==> src/rtl/eq_cfg_ctrl_if.sv <==
// Register-write/read port from the I2C slave plus the coefficient-update
// valid/ready channel toward the equalizer datapath.
interface eq_cfg_ctrl_if;
    logic [7:0] reg_addr;
    logic [7:0] reg_data;
    logic       reg_we;
    logic [7:0] rd_data;
    logic       coef_valid;
    logic [3:0] coef_band;
    logic [7:0] coef_gain;
    logic       coef_ready;

    modport master (
        output reg_addr, reg_data, reg_we, coef_ready,
        input  rd_data, coef_valid, coef_band, coef_gain
    );

    modport slave (
        input  reg_addr, reg_data, reg_we, coef_ready,
        output rd_data, coef_valid, coef_band, coef_gain
    );
endinterface

==> src/rtl/eq_cfg_ctrl.sv <==
// Equalizer configuration controller: shadow gains/control written over I2C,
// applied atomically at a sample boundary via a band-by-band coefficient handshake.

module eq_cfg_band #(
    parameter int              GAIN_W     = 8,
    parameter logic [GAIN_W-1:0] UNITY_GAIN = 8'h80
) (
    input  logic              clk,
    input  logic              rst,
    input  logic              wr_en,
    input  logic [GAIN_W-1:0] wr_gain,
    input  logic              snap_en,
    input  logic              apply_en,
    output logic [GAIN_W-1:0] shadow_gain,
    output logic [GAIN_W-1:0] snap_gain,
    output logic [GAIN_W-1:0] active_gain
);
    logic [GAIN_W-1:0] shadow_q, shadow_d;
    logic [GAIN_W-1:0] snap_q, snap_d;
    logic [GAIN_W-1:0] active_q, active_d;

    always_comb begin
        shadow_d = wr_en    ? wr_gain  : shadow_q;
        snap_d   = snap_en  ? shadow_q : snap_q;
        active_d = apply_en ? snap_q   : active_q;
    end

    always_ff @(posedge clk) begin
        if (rst) begin
            shadow_q <= UNITY_GAIN;
            snap_q   <= UNITY_GAIN;
            active_q <= UNITY_GAIN;
        end else begin
            shadow_q <= shadow_d;
            snap_q   <= snap_d;
            active_q <= active_d;
        end
    end

    assign shadow_gain = shadow_q;
    assign snap_gain   = snap_q;
    assign active_gain = active_q;
endmodule

module eq_cfg_ctrl #(
    parameter int         NUM_BANDS  = 8,
    parameter int         GAIN_W     = 8,
    parameter logic [7:0] UNITY_GAIN = 8'h80,
    parameter logic [7:0] MAX_GAIN   = 8'hC0
) (
    input  logic                        clk,
    input  logic                        rst,
    eq_cfg_ctrl_if.slave                bus,
    input  logic                        sample_tick,
    output logic [NUM_BANDS*GAIN_W-1:0] gain_active,
    output logic                        mute,
    output logic                        bypass,
    output logic                        busy,
    output logic                        cfg_applied
);
    localparam logic [7:0] ADDR_CTRL = 8'h10;
    localparam logic [7:0] ADDR_STAT = 8'h11;
    localparam logic [3:0] LAST_BAND = 4'(NUM_BANDS - 1);

    typedef enum logic [1:0] {IDLE, WAIT_TICK, XFER, DONE} state_e;

    state_e     state_q, state_d;
    logic [3:0] idx_q, idx_d;
    logic       pending_q, pending_d;
    logic       mute_sh_q, mute_sh_d;
    logic       byp_sh_q, byp_sh_d;
    logic       snap_mute_q, snap_mute_d;
    logic       snap_byp_q, snap_byp_d;
    logic       mute_q, mute_d;
    logic       bypass_q, bypass_d;
    logic [7:0] rd_data_q, rd_data_d;

    logic              ctrl_wr, commit_wr, accept, last_accept, snap_en;
    logic [GAIN_W-1:0] gain_wr_data;
    logic [GAIN_W-1:0] coef_gain_c;

    logic [NUM_BANDS-1:0][GAIN_W-1:0] shadow_all, snap_all, active_all;

    assign ctrl_wr      = bus.reg_we && (bus.reg_addr == ADDR_CTRL);
    assign commit_wr    = ctrl_wr && bus.reg_data[0];
    assign accept       = (state_q == XFER) && bus.coef_ready;
    assign last_accept  = accept && (idx_q == LAST_BAND);
    assign snap_en      = (state_q == WAIT_TICK) && sample_tick;
    assign gain_wr_data = (bus.reg_data > MAX_GAIN) ? MAX_GAIN : bus.reg_data;

    for (genvar b = 0; b < NUM_BANDS; b++) begin : g_band
        eq_cfg_band #(
            .GAIN_W     (GAIN_W),
            .UNITY_GAIN (UNITY_GAIN)
        ) u_band (
            .clk         (clk),
            .rst         (rst),
            .wr_en       (bus.reg_we && (bus.reg_addr == 8'(b))),
            .wr_gain     (gain_wr_data),
            .snap_en     (snap_en),
            .apply_en    (accept && (idx_q == 4'(b))),
            .shadow_gain (shadow_all[b]),
            .snap_gain   (snap_all[b]),
            .active_gain (active_all[b])
        );
    end

    always_comb begin
        state_d   = state_q;
        idx_d     = idx_q;
        pending_d = pending_q;
        unique case (state_q)
            IDLE: begin
                if (commit_wr) state_d = WAIT_TICK;
            end
            WAIT_TICK: begin
                // A commit here is absorbed: the snapshot has not been taken yet.
                if (sample_tick) begin
                    state_d = XFER;
                    idx_d   = '0;
                end
            end
            XFER: begin
                if (commit_wr) pending_d = 1'b1;
                if (accept) begin
                    idx_d = idx_q + 4'd1;
                    if (last_accept) state_d = DONE;
                end
            end
            DONE: begin
                // A commit landing in this very cycle still re-arms.
                if (pending_q || commit_wr) begin
                    state_d   = WAIT_TICK;
                    pending_d = 1'b0;
                end else begin
                    state_d = IDLE;
                end
            end
            default: state_d = IDLE;
        endcase
    end

    always_comb begin
        mute_sh_d   = ctrl_wr ? bus.reg_data[1] : mute_sh_q;
        byp_sh_d    = ctrl_wr ? bus.reg_data[2] : byp_sh_q;
        snap_mute_d = snap_en ? mute_sh_q : snap_mute_q;
        snap_byp_d  = snap_en ? byp_sh_q  : snap_byp_q;
        // Applied on the final accept so they flip together with cfg_applied.
        mute_d      = last_accept ? snap_mute_q : mute_q;
        bypass_d    = last_accept ? snap_byp_q  : bypass_q;

        coef_gain_c = '0;
        for (int b = 0; b < NUM_BANDS; b++) begin
            if ((state_q == XFER) && (idx_q == 4'(b))) coef_gain_c = snap_all[b];
        end

        rd_data_d = '0;
        for (int b = 0; b < NUM_BANDS; b++) begin
            if (bus.reg_addr == 8'(b)) rd_data_d = shadow_all[b];
        end
        if (bus.reg_addr == ADDR_CTRL) rd_data_d = {5'b0, byp_sh_q, mute_sh_q, 1'b0};
        if (bus.reg_addr == ADDR_STAT) rd_data_d = {4'b0, bypass_q, mute_q, pending_q, busy};
    end

    always_ff @(posedge clk) begin
        if (rst) begin
            state_q     <= IDLE;
            idx_q       <= '0;
            pending_q   <= 1'b0;
            mute_sh_q   <= 1'b0;
            byp_sh_q    <= 1'b0;
            snap_mute_q <= 1'b0;
            snap_byp_q  <= 1'b0;
            mute_q      <= 1'b0;
            bypass_q    <= 1'b0;
            rd_data_q   <= '0;
        end else begin
            state_q     <= state_d;
            idx_q       <= idx_d;
            pending_q   <= pending_d;
            mute_sh_q   <= mute_sh_d;
            byp_sh_q    <= byp_sh_d;
            snap_mute_q <= snap_mute_d;
            snap_byp_q  <= snap_byp_d;
            mute_q      <= mute_d;
            bypass_q    <= bypass_d;
            rd_data_q   <= rd_data_d;
        end
    end

    assign busy           = (state_q != IDLE);
    assign cfg_applied    = (state_q == DONE);
    assign bus.coef_valid = (state_q == XFER);
    assign bus.coef_band  = (state_q == XFER) ? idx_q : 4'd0;
    assign bus.coef_gain  = coef_gain_c;
    assign bus.rd_data    = rd_data_q;
    assign gain_active    = active_all;
    assign mute           = mute_q;
    assign bypass         = bypass_q;
endmodule

==> src/flat_wrapper.sv <==
// flat-port wrapper written by rule: the top's interface ports become plain ports
module eq_cfg_ctrl_flat 
#(
    parameter int         NUM_BANDS  = 8,
    parameter int         GAIN_W     = 8,
    parameter logic [7:0] UNITY_GAIN = 8'h80,
    parameter logic [7:0] MAX_GAIN   = 8'hC0
)
  (clk, rst, sample_tick, gain_active, mute, bypass, busy, cfg_applied, bus_reg_addr, bus_reg_data, bus_reg_we, bus_coef_ready, bus_rd_data, bus_coef_valid, bus_coef_band, bus_coef_gain);
  eq_cfg_ctrl_if bus_i ();
  input  logic clk;
  input  logic rst;
  input  logic sample_tick;
  output logic [NUM_BANDS*GAIN_W-1:0] gain_active;
  output logic mute;
  output logic bypass;
  output logic busy;
  output logic cfg_applied;
  input wire logic [$bits(bus_i.reg_addr)-1:0] bus_reg_addr;
  input wire logic [$bits(bus_i.reg_data)-1:0] bus_reg_data;
  input wire logic [$bits(bus_i.reg_we)-1:0] bus_reg_we;
  input wire logic [$bits(bus_i.coef_ready)-1:0] bus_coef_ready;
  output wire logic [$bits(bus_i.rd_data)-1:0] bus_rd_data;
  output wire logic [$bits(bus_i.coef_valid)-1:0] bus_coef_valid;
  output wire logic [$bits(bus_i.coef_band)-1:0] bus_coef_band;
  output wire logic [$bits(bus_i.coef_gain)-1:0] bus_coef_gain;
  assign bus_i.reg_addr = bus_reg_addr;
  assign bus_i.reg_data = bus_reg_data;
  assign bus_i.reg_we = bus_reg_we;
  assign bus_i.coef_ready = bus_coef_ready;
  assign bus_rd_data = bus_i.rd_data;
  assign bus_coef_valid = bus_i.coef_valid;
  assign bus_coef_band = bus_i.coef_band;
  assign bus_coef_gain = bus_i.coef_gain;
  eq_cfg_ctrl #(.NUM_BANDS(NUM_BANDS), .GAIN_W(GAIN_W), .UNITY_GAIN(UNITY_GAIN), .MAX_GAIN(MAX_GAIN)) u_core (.clk(clk), .rst(rst), .bus(bus_i), .sample_tick(sample_tick), .gain_active(gain_active), .mute(mute), .bypass(bypass), .busy(busy), .cfg_applied(cfg_applied));
endmodule
==> config.mk <==
export PLATFORM = sky130hd
export DESIGN_NAME = eq_cfg_ctrl_flat
export DESIGN_NICKNAME = d
export VERILOG_FILES = /design/src/rtl/eq_cfg_ctrl_if.sv /design/src/rtl/eq_cfg_ctrl.sv /design/src/flat_wrapper.sv
export SDC_FILE = /design/constraint.sdc
export NUM_CORES = 1
export LEC_CHECK = 0
export BUFFER_PORTS_ARGS = -buffer_cell sky130_fd_sc_hd__buf_2
export CORE_AREA = 10 10 205 207
export DETAILED_ROUTE_END_ITERATION = 6
export DIE_AREA = 0 0 215 217
export SYNTH_ARGS = -nofsm -noshare
export SYNTH_HDL_FRONTEND = slang
export SYNTH_SLANG_ARGS = --single-unit
==> constraint.sdc <==
create_clock -name clk -period 1.9 [get_ports clk]
set_input_delay 0.285 -clock clk [delete_from_list [all_inputs] [get_ports clk]]
set_output_delay 0.285 -clock clk [all_outputs]
set_load 0.005 [all_outputs]
; Yosys cells after proc, flatten, opt, wreduce, memory -nomap -nowiden
; Cells that the tools add are included.
[classes]
n_lt_le_gt_ge = 1
mux = 32
addsub = 1
eq_ne = 25
reduce_logical = 39
[op_table]
columns = operator, count
row1 = $mux 8, 17
row2 = $eq 8x3->1 const B, 4
row3 = $logic_and 1x1->1, 28
row4 = $mux 4, 5
row5 = $eq 4x3->1 const B, 4
row6 = $eq 8x2->1 const B, 2
row7 = $eq 8x5->1 const B, 2
row8 = $ne 2x1->1 const B, 5
row9 = $eq 4x2->1 const B, 2
row10 = $eq 8x1->1 const B, 1
row11 = $gt 8x8->1 const B, 1
row12 = $logic_not 8->1, 1
row13 = $mux 2, 4
row14 = $pmux 2 s4, 1
row15 = $pmux 4 s2, 1
row16 = $reduce_and 3->1, 2
row17 = $reduce_bool 2->1, 3
row18 = $add 4x1->4 const B, 1
row19 = $eq 2x2->1 const B, 2
row20 = $eq 4x1->1 const B, 1
row21 = $logic_not 4->1, 1
row22 = $reduce_and 4->1, 1
row23 = $mux 1, 3
row24 = $reduce_or 3->1, 1
row25 = other kinds (5), 5
[totals]
output_inout_bits = 89
wordCells = 133
reg_bits = 213
input_bits = 21

; Logic depth before layout (Yosys ltp)
; Gate-level depths: netlist of run 1.
[depth]
depth_word = 11
mapped_depth = 8
mapped_depth_nobuf = 6

; Hierarchy
; Synthesis of run 1 repeated with hierarchy kept, for this count alone.
[unflattened]
hier_cells = 967
area_unflattened_um2 = 9521.6
[modules_own_cells]
columns = mod, n_inst, area_each_um2, seq_area_each_um2, cells_per_inst
row1 = eq_cfg_band, 8, 865.8, 480.5, 77
row2 = eq_cfg_ctrl, 1, 2595.0, 420.4, 351

; Least setup slack after synthesis of run 1
; OpenSTA, ideal clock, no wires.
[synth_timing]
path_type = flip-flop to output port
startpoint = reg u_core.state_q[0]
endpoint = out bus_coef_gain[7]
stages_incl_launch_ff = 7
slack_ns = -0.127
required_time_ns = 1.615
t_arrival_ns = 1.742
n_path_buf = 0
path_cell_list = dfxtp_1 > inv_1 > ha_1 > nor3b_4 > nand3b_1 > o221a_1 > o21a_1
[synth_via]
elab_chain_cells = 10
word_cells_on_any_way = 17
cone_classes = eq/ne: 1 / mux: 8 / reduce/logical: 8
[synth_lines]
columns = item, line_no
row1 = start: declaration, eq_cfg_ctrl.sv:67  ; state_e state_q, state_d;
row2 = start signal: assignment, eq_cfg_ctrl.sv:178  ; state_q <= state_d;
row3 = $eq 2x2->1 *, -
row4 = named net bus_coef_valid, flat_wrapper.sv:24  ; output wire logic [$bits(bus_i.coef_valid)-1:0] bus_coef_valid;
row5 = $logic_and 1x1->1, eq_cfg_ctrl.sv:154  ; if ((state_q == XFER) && (idx_q == 4'(b))) coef_gain_c = snap_all[b];
row6 = $mux 8 (7 in a row), eq_cfg_ctrl.sv:154
row7 = $mux 8 *, eq_cfg_ctrl.sv:154
row8 = end: declaration, flat_wrapper.sv:26  ; output wire logic [$bits(bus_i.coef_gain)-1:0] bus_coef_gain;
; The timed path passes the listed nets; every way through them passes the cells marked *.

; Final worst setup path of run 1
[layout_timing]
startpoint = reg u_core.idx_q[0]
endpoint = out bus_coef_gain[7]
[layout_via]
elab_chain_cells = 10
word_cells_on_any_way = 24
cone_classes = eq/ne: 7 / mux: 8 / reduce/logical: 9
[layout_lines]
columns = item, line_no
row1 = start: declaration, eq_cfg_ctrl.sv:68  ; logic [3:0] idx_q, idx_d;
row2 = start signal: assignment, eq_cfg_ctrl.sv:179  ; idx_q <= idx_d;
row3 = $logic_not 4->1, eq_cfg_ctrl.sv:154
row4 = $logic_and 1x1->1, eq_cfg_ctrl.sv:154
row5 = $mux 8 (7 in a row), eq_cfg_ctrl.sv:154
row6 = $mux 8 *, eq_cfg_ctrl.sv:154
; Every way passes the cells marked *; elsewhere a longest branch is shown, timed or not.

==> results.json, run 1 <==
{
  "crit_path_cell_trace": "buf_6 > ha_4 > buf_8 > nor2_4 > a21oi_2 > o32a_1 > o21a_1 > buf_2",
  "worst_clock_skew_ns": 0.00720,
  "finalNetCount": 1246,
  "hold_class": "in -> reg",
  "drtAntennaViolNets": 0,
  "first_pass_iteration_count_of_the_detailed_router": 6,
  "wirelength_microns": 33600,
  "maxSlewViolCount": 0,
  "placement_rows": 72,
  "utilization_after_layout_pct": 31.8,
  "die_height_microns": 217,
  "final.hold.worst_slack_ns": 0.0241,
  "internal_power_mw": 7.66,
  "run_status": "finished, violations left",
  "sequentialPowerShare_pct": 44.9,
  "ir_worst_vdd_uv": 543,
  "finalHoldViolations": 0,
  "crit_fanout": 11,
  "violations": "setup timing",
  "cts_root_buffer": "sky130_fd_sc_hd__clkbuf_16",
  "rsz0062_at_grt": "true",
  "layout_overhead_on_the_synthesized_area_pct": 29.0,
  "synth.cell_area_sq_um": 9390,
  "vias": 8279,
  "floorplan.initialDensity_pct": 24.6,
  "postSynth.asyncResetShare_pct": 0,
  "grt_start_max_net_pins": 104,
  "path_clk_slew_ns": 0.06,
  "synthesis.yosys.warnings": 0,
  "grt_pass1_wl_microns": 50900,
  "floorplan.die.width_microns": 215,
  "clkPwrFrac_pct": 45.7,
  "setup_violations": 8,
  "synth_seq_cells": 213,
  "net-switching-power_mw": 2.52,
  "timing.fmax_mhz": 412,
  "number_of_global_route_vias_before_repair": 8162,
  "crit_path_start_kind": "flip-flop",
  "clock-sinks": 213,
  "setup_ws_ns": -0.525,
  "clock_latency_ns": 0.51,
  "fp.dieArea_sq_um": 46700,
  "synth-seq-area-share_pct": 45.4,
  "port_buffer_count": 109,
  "final_period_minus_worst_setup_slack_ns": 2.43,
  "layout_cell_share_with_drive_strength_beyond_1_pct": 24.4,
  "cp.buffers_inverters": 3,
  "count_of_flip_flops_with_a_built_in_enable_after_synthesis": 0,
  "ys.flop_type": "sky130_fd_sc_hd__dfxtp_1",
  "cap_violations": 0,
  "placed_cells_incl_taps": 1698,
  "mappedNetlistNets": 1109,
  "timing_worst_slew_pin_value_ns": 0.589,
  "slew-limit-headroom_pct": 60.7,
  "critical-path-slowest-cell": "sky130_fd_sc_hd__dfxtp_4",
  "powerDensity_nw_per_um2": 841,
  "cts_hold_buffers": 0,
  "wl_per_cell_microns": 19.2,
  "syn-mean-instance-area_sq_um": 8.70,
  "cts_buffer_depth": 3,
  "number_of_instances_in_the_synthesized_netlist": 1079,
  "critical_path.endpoint_type": "primary output",
  "combined_global_route_utilization_of_all_metal_layers_pct": 13.8,
  "final_min_period_over_clock_period_pct": 128,
  "worst_path_largest_cell_delay_ns": 0.36,
  "grt-ovfl-total": 0,
  "core_area_sq_um": 38100,
  "path_delay_family": "compound AO/OA/AOI/OAI gates",
  "timing_worst_setup_path_type": "reg -> out",
  "cts-htree-levels": 1,
  "synthDistinctLibCells": 69,
  "avgViaCountPerCell": 4.73,
  "gp_congestion": 0.909,
  "number_of_filler_instances_in_the_final_layout": 4019,
  "cp_data_required_time_ns": 1.62,
  "cts-buffers-inserted": 23,
  "cts_tree": "yes",
  "drc": 0,
  "grt_antenna_before_repair": 3,
  "hpwl_microns": 25200,
  "switching_share_of_total_power_pct": 24.7,
  "post_layout_nonfiller_instances": 1750,
  "worstPathArrival_ns": 2.14,
  "pwr-share-comb_pct": 9.5,
  "cellLeakagePower_nw": 5.31,
  "ios": 110,
  "drtIter0Drc": 760
}
[repair_timing]
item,CTS,global route
cloned,1,1
resized for setup,60,17
endpoints found under the setup margin,10,33
pin swaps,22,13
endpoints found under the hold margin,0,0
buffers inserted,8,1
[cell usage after synthesis (all sizes together) (2+ instances only)]
master,count,area (sq um)
a21boi,2,15.0
inv,21,78.8
nor2,122,463
and3,4,25.0
nand4b,3,26.3
o31ai,2,15.0
o22ai,7,43.8
ha,9,113
o221ai,10,93.8
mux2i,107,1070
mux2,7,78.8
o32a,3,30.0
a31oi,4,25.0
o32ai,5,43.8
nand4,13,169
o21a,2,15.0
a21oi,107,536
a311o,2,20.0
nand3,16,115
nand3b,21,158
and2,16,100
nand2b,10,62.6
or3,3,18.8
nor2b,11,68.8
o211ai,3,22.5
and2b,3,25.0
a211o,15,133
a211oi,3,22.5
and3b,3,26.3
o21ai,16,80.1
nand2,210,788
buf,17,108
a221oi,2,23.8
nor3b,9,95.1
dfxtp,213,4260
nor3,6,41.3
clkbuf,55,206
[worst min-delay path, delay by kind of cell]
family / cells / cell delay [ns]
AND/OR/NAND/NOR: 1 / 0.07
multiplexers: 1 / 0.06
buffers and inverters: 1 / 0.09
[state kept, by name (all words and copies together) (netlist names)]
signal,count
u_core.bus.rd_data,8
u_core.byp_sh_q,1
u_core.bypass,1
u_core.g_band.u_band.active_gain,64
u_core.g_band.u_band.shadow_gain,64
u_core.g_band.u_band.snap_gain,64
u_core.idx_q,4
u_core.mute,1
u_core.mute_sh_q,1
u_core.pending_q,1
u_core.snap_byp_q,1
u_core.snap_mute_q,1
u_core.state_q,2
[cell type report]
cell class                      count  area (sq um)  share of cell area (%)
Timing Repair Buffer              184          1310                    10.8
Sequential cell                   213          4280                    35.3
Clock buffer                       33           663                    5.48
Inverter                           22          87.6                   0.723
Clock inverter                      7           116                   0.961
Antenna cell                        1          2.50                  0.0207
Multi-Input combinational cell    772          5010                    41.3
Tap cell                          518           648                    5.35
[per-layer routing]
| metal | routed length (microns) | track usage [%] | part of all wire (%) |
|---|---|---|---|
| met3 | 2280 | 2.52 | 6.8 |
| met2 | 15100 | 22.3 | 45 |
| met5 | 31 | 0 | 0.092 |
| met4 | 843 | 3.47 | 2.5 |
| met1 | 15300 | 18.5 | 46 |
[cells by family after synthesis]
group                      count (synthesis)  synth area share (%)
and+or+nand+nor                          454                  23.7
AOI/OAI and AO/OA                        194                  13.0
adders and majority gates                  9                  1.20
muxes                                    115                  12.5
buffers and inverters                     94                  4.23
DFF                                      213                  45.4
[stage by stage]
stage	setup slack, ns	power [mW]	instance area [sq um]	TNS (ns)
floorplan	0.0144	5.20	9410	0
global placement	-0.147	5.56	10900	-0.711
detailed placement	-0.156	5.57	10900	-0.821
CTS	-0.531	10.2	12000	-3.91
global route	-0.580	10.5	12100	-4.41
finish	-0.525	10.2	12100	-3.77
[power groups by stage]
stage / Combinational (mW) / Clock, mW / Sequential [mW]
2_1_floorplan: 0.560 / 0 / 4.64
3_3_place_gp: 0.896 / 0 / 4.67
3_5_place_dp: 0.905 / 0 / 4.67
4_1_cts: 0.928 / 4.74 / 4.57
5_1_grt: 1.04 / 4.94 / 4.57
6_report: 0.962 / 4.65 / 4.57
[path summary, 6_finish.rpt]
path                                                             start                                      to  slack (ns)  cells after the start
worst max register to register                       u_core.state_q[0]  u_core.g_band[6].u_band.active_gain[1]        0.09                      9
worst min register to register  u_core.g_band[7].u_band.active_gain[5]  u_core.g_band[7].u_band.active_gain[5]        0.45                      2
worst min-delay path                                   bus_reg_data[1]                        u_core.mute_sh_q        0.02                      3
worst max-delay path                                   u_core.idx_q[0]                        bus_coef_gain[7]       -0.53                      8
[placed cells by master (no fill, tap or decap), types with 11 or more instances in the layout]
cell type                   synthesis  final
sky130_fd_sc_hd__a21oi_1          107     96
sky130_fd_sc_hd__inv_1             21     17
sky130_fd_sc_hd__nor2_1           120    119
sky130_fd_sc_hd__a21oi_2            0     11
sky130_fd_sc_hd__mux2i_1          107    107
sky130_fd_sc_hd__buf_4              5     55
sky130_fd_sc_hd__clkbuf_16          0     24
sky130_fd_sc_hd__buf_2              8    108
sky130_fd_sc_hd__dfxtp_1          213    208
sky130_fd_sc_hd__nand3b_1          21     21
sky130_fd_sc_hd__a211o_1           14     14
sky130_fd_sc_hd__and2_1            15     14
sky130_fd_sc_hd__nand2_1          210    209
(Power assumes the default switching activity.)
==> run 2, diff against run 1 <==
--- a/config.mk
+++ b/config.mk
@@ -9,6 +9,7 @@
 export CORE_AREA = 10 10 205 207
 export DETAILED_ROUTE_END_ITERATION = 6
 export DIE_AREA = 0 0 215 217
+export RECOVER_POWER = 100
 export SYNTH_ARGS = -nofsm -noshare
 export SYNTH_HDL_FRONTEND = slang
 export SYNTH_SLANG_ARGS = --single-unit
==> results.json, run 2 (synthesis gave the netlist of run 1 again) <==
{
  "run_status": "finished, violations left",
  "violations": "setup timing",
  "grt_start_max_net_pins": 104,
  "worstPathArrival_ns": 2.14,
  "cap_violations": 0,
  "cts-htree-levels": 1,
  "number_of_filler_instances_in_the_final_layout": 4078,
  "grt_pass1_wl_microns": 50900,
  "avgViaCountPerCell": 4.71,
  "drtIter0Drc": 751,
  "finalNetCount": 1246,
  "ios": 110,
  "timing_worst_slew_pin_value_ns": 0.720,
  "fin_tns_setup_ns": -3.83,
  "cellLeakagePower_nw": 4.96,
  "rsz0062_at_grt": "true",
  "layout_overhead_on_the_synthesized_area_pct": 26.4,
  "setup_violations": 10,
  "fp.dieArea_sq_um": 46700,
  "cts_buffer_depth": 3,
  "seqCellArea_sq_um": 4280,
  "detailedPlace.worstSlack_ns": -0.156,
  "setup_ws_ns": -0.523,
  "hpwl_microns": 25200,
  "crit_fanout": 11,
  "floorplan.die.width_microns": 215,
  "drc": 0,
  "vias": 8242,
  "dpl_cell_area_sq_um": 10900,
  "path_clk_slew_ns": 0.06,
  "final_design_area_no_fill_sq_um": 11900,
  "final_period_minus_worst_setup_slack_ns": 2.42,
  "maxSlewViolCount": 0,
  "slew-limit-headroom_pct": 52.0,
  "gp_congestion": 0.909,
  "crit_path_start_kind": "flip-flop",
  "cts_root_buffer": "sky130_fd_sc_hd__clkbuf_16",
  "timing_worst_setup_path_type": "reg -> out",
  "timing.fmax_mhz": 413,
  "ir_worst_vdd_uv": 542,
  "wirelength_microns": 33500,
  "path_delay_family": "compound AO/OA/AOI/OAI gates",
  "crit_path_cell_trace": "buf_6 > ha_4 > buf_8 > nor2_4 > a21oi_2 > o32a_1 > o21a_1 > buf_2",
  "first_pass_iteration_count_of_the_detailed_router": 5,
  "clock_latency_ns": 0.51,
  "grt_antenna_before_repair": 3,
  "final_min_period_over_clock_period_pct": 128,
  "powerDensity_nw_per_um2": 854,
  "layout_cell_share_with_drive_strength_beyond_1_pct": 17.4,
  "core_area_sq_um": 38100,
  "hold_class": "in -> reg",
  "finalHoldViolations": 0,
  "die_height_microns": 217,
  "grt-ovfl-total": 0,
  "multi_input_area_sq_um": 4900,
  "commonest_non_fill_non_tap_cell_in_the_layout": "sky130_fd_sc_hd__nand2_1",
  "critical_path.endpoint_type": "primary output",
  "clock-sinks": 213,
  "total_power_mw": 10.1,
  "cts_tree": "yes",
  "floorplan.initialDensity_pct": 24.6,
  "cp_data_required_time_ns": 1.62,
  "r2r_setup_slack_ns": -0.01,
  "number_of_global_route_vias_before_repair": 8162,
  "wl_per_cell_microns": 19.2,
  "worst_clock_skew_ns": 0.0111,
  "critical-path-slowest-cell": "sky130_fd_sc_hd__dfxtp_4",
  "combined_global_route_utilization_of_all_metal_layers_pct": 13.8,
  "port_buffer_count": 109,
  "most-common-layout-cells": "209 x sky130_fd_sc_hd__nand2_1, 208 x sky130_fd_sc_hd__dfxtp_1, 119 x sky130_fd_sc_hd__nor2_1, 107 x sky130_fd_sc_hd__mux2i_1, 96 x sky130_fd_sc_hd__a21oi_1",
  "cp.buffers_inverters": 3,
  "cts-buffers-inserted": 23,
  "drtAntennaViolNets": 0,
  "utilization_after_layout_pct": 31.1,
  "worst_path_largest_cell_delay_ns": 0.36,
  "placement_rows": 72
}
-- run 2: worst reg2reg max path: cells and delay by family, from the launching register on --
kind	cells	cell delay, ns
AND/OR/NAND/NOR	2	0.49
flip-flops	1	0.32
AO/OA/AOI/OAI	1	0.38
buffers and inverters	3	0.45
adder cells (fa/ha/maj)	1	0.16
-- run 2: report_power, final --
group | total (mW) | internal, mW | leakage (nW) | switching (mW)
Sequential | 4.57 | 4.51 | 1.72 | 0.0527
Combinational | 0.925 | 0.304 | 2.86 | 0.621
Clock | 4.64 | 2.82 | 0.380 | 1.82
-- run 2: worst paths after layout --
path                                          startpoint                                endpoint  depth (start not counted)
setup / recovery                         u_core.idx_q[0]                        bus_coef_gain[7]                          8
hold / removal                           bus_reg_data[1]                        u_core.mute_sh_q                          3
setup reg to reg                       u_core.state_q[0]  u_core.g_band[5].u_band.active_gain[7]                          7
hold reg to reg   u_core.g_band[7].u_band.active_gain[5]  u_core.g_band[7].u_band.active_gain[5]                          2
-- run 2: cell type report --
| class | instances | share of cell area (%) |
|---|---|---|
| sequential | 213 | 36.0 |
| clock buffer | 33 | 5.59 |
| multi-input combinational | 772 | 41.3 |
| tap | 518 | 5.46 |
| antenna | 1 | 0.0211 |
| clock inverter | 7 | 0.981 |
| timing repair buffer | 184 | 9.89 |
| inverter | 22 | 0.738 |
-- run 2: per-layer routing --
layer | vias to the layer above | track usage [%] | routed length, microns
met5 | - | 0 | 31
met4 | 4 | 3.47 | 796
met3 | 50 | 2.52 | 2080
met2 | 243 | 22.3 | 15300
met1 | 3957 | 18.5 | 15400
li1 | 3988 | - | -
-- run 2: metrics by stage --
step / instances / hold WS (ns)
final: 1750 / 0.0232
after global routing: 1749 / 0.0406
after CTS: 1747 / 0.00981
after detailed placement: 1698 / 0.446
after global placement: 1698 / 0.445
after floorplan: 1079 / 0.429
-- run 2: timing repair --
item | 4_1_cts | 5_1_grt
pin swaps | 22 | 13
setup endpoints to repair | 10 | 33
hold buffers | 0 | 0
cloned | 1 | 1
buffers inserted | 8 | 1
gates resized for setup | 60 | 17
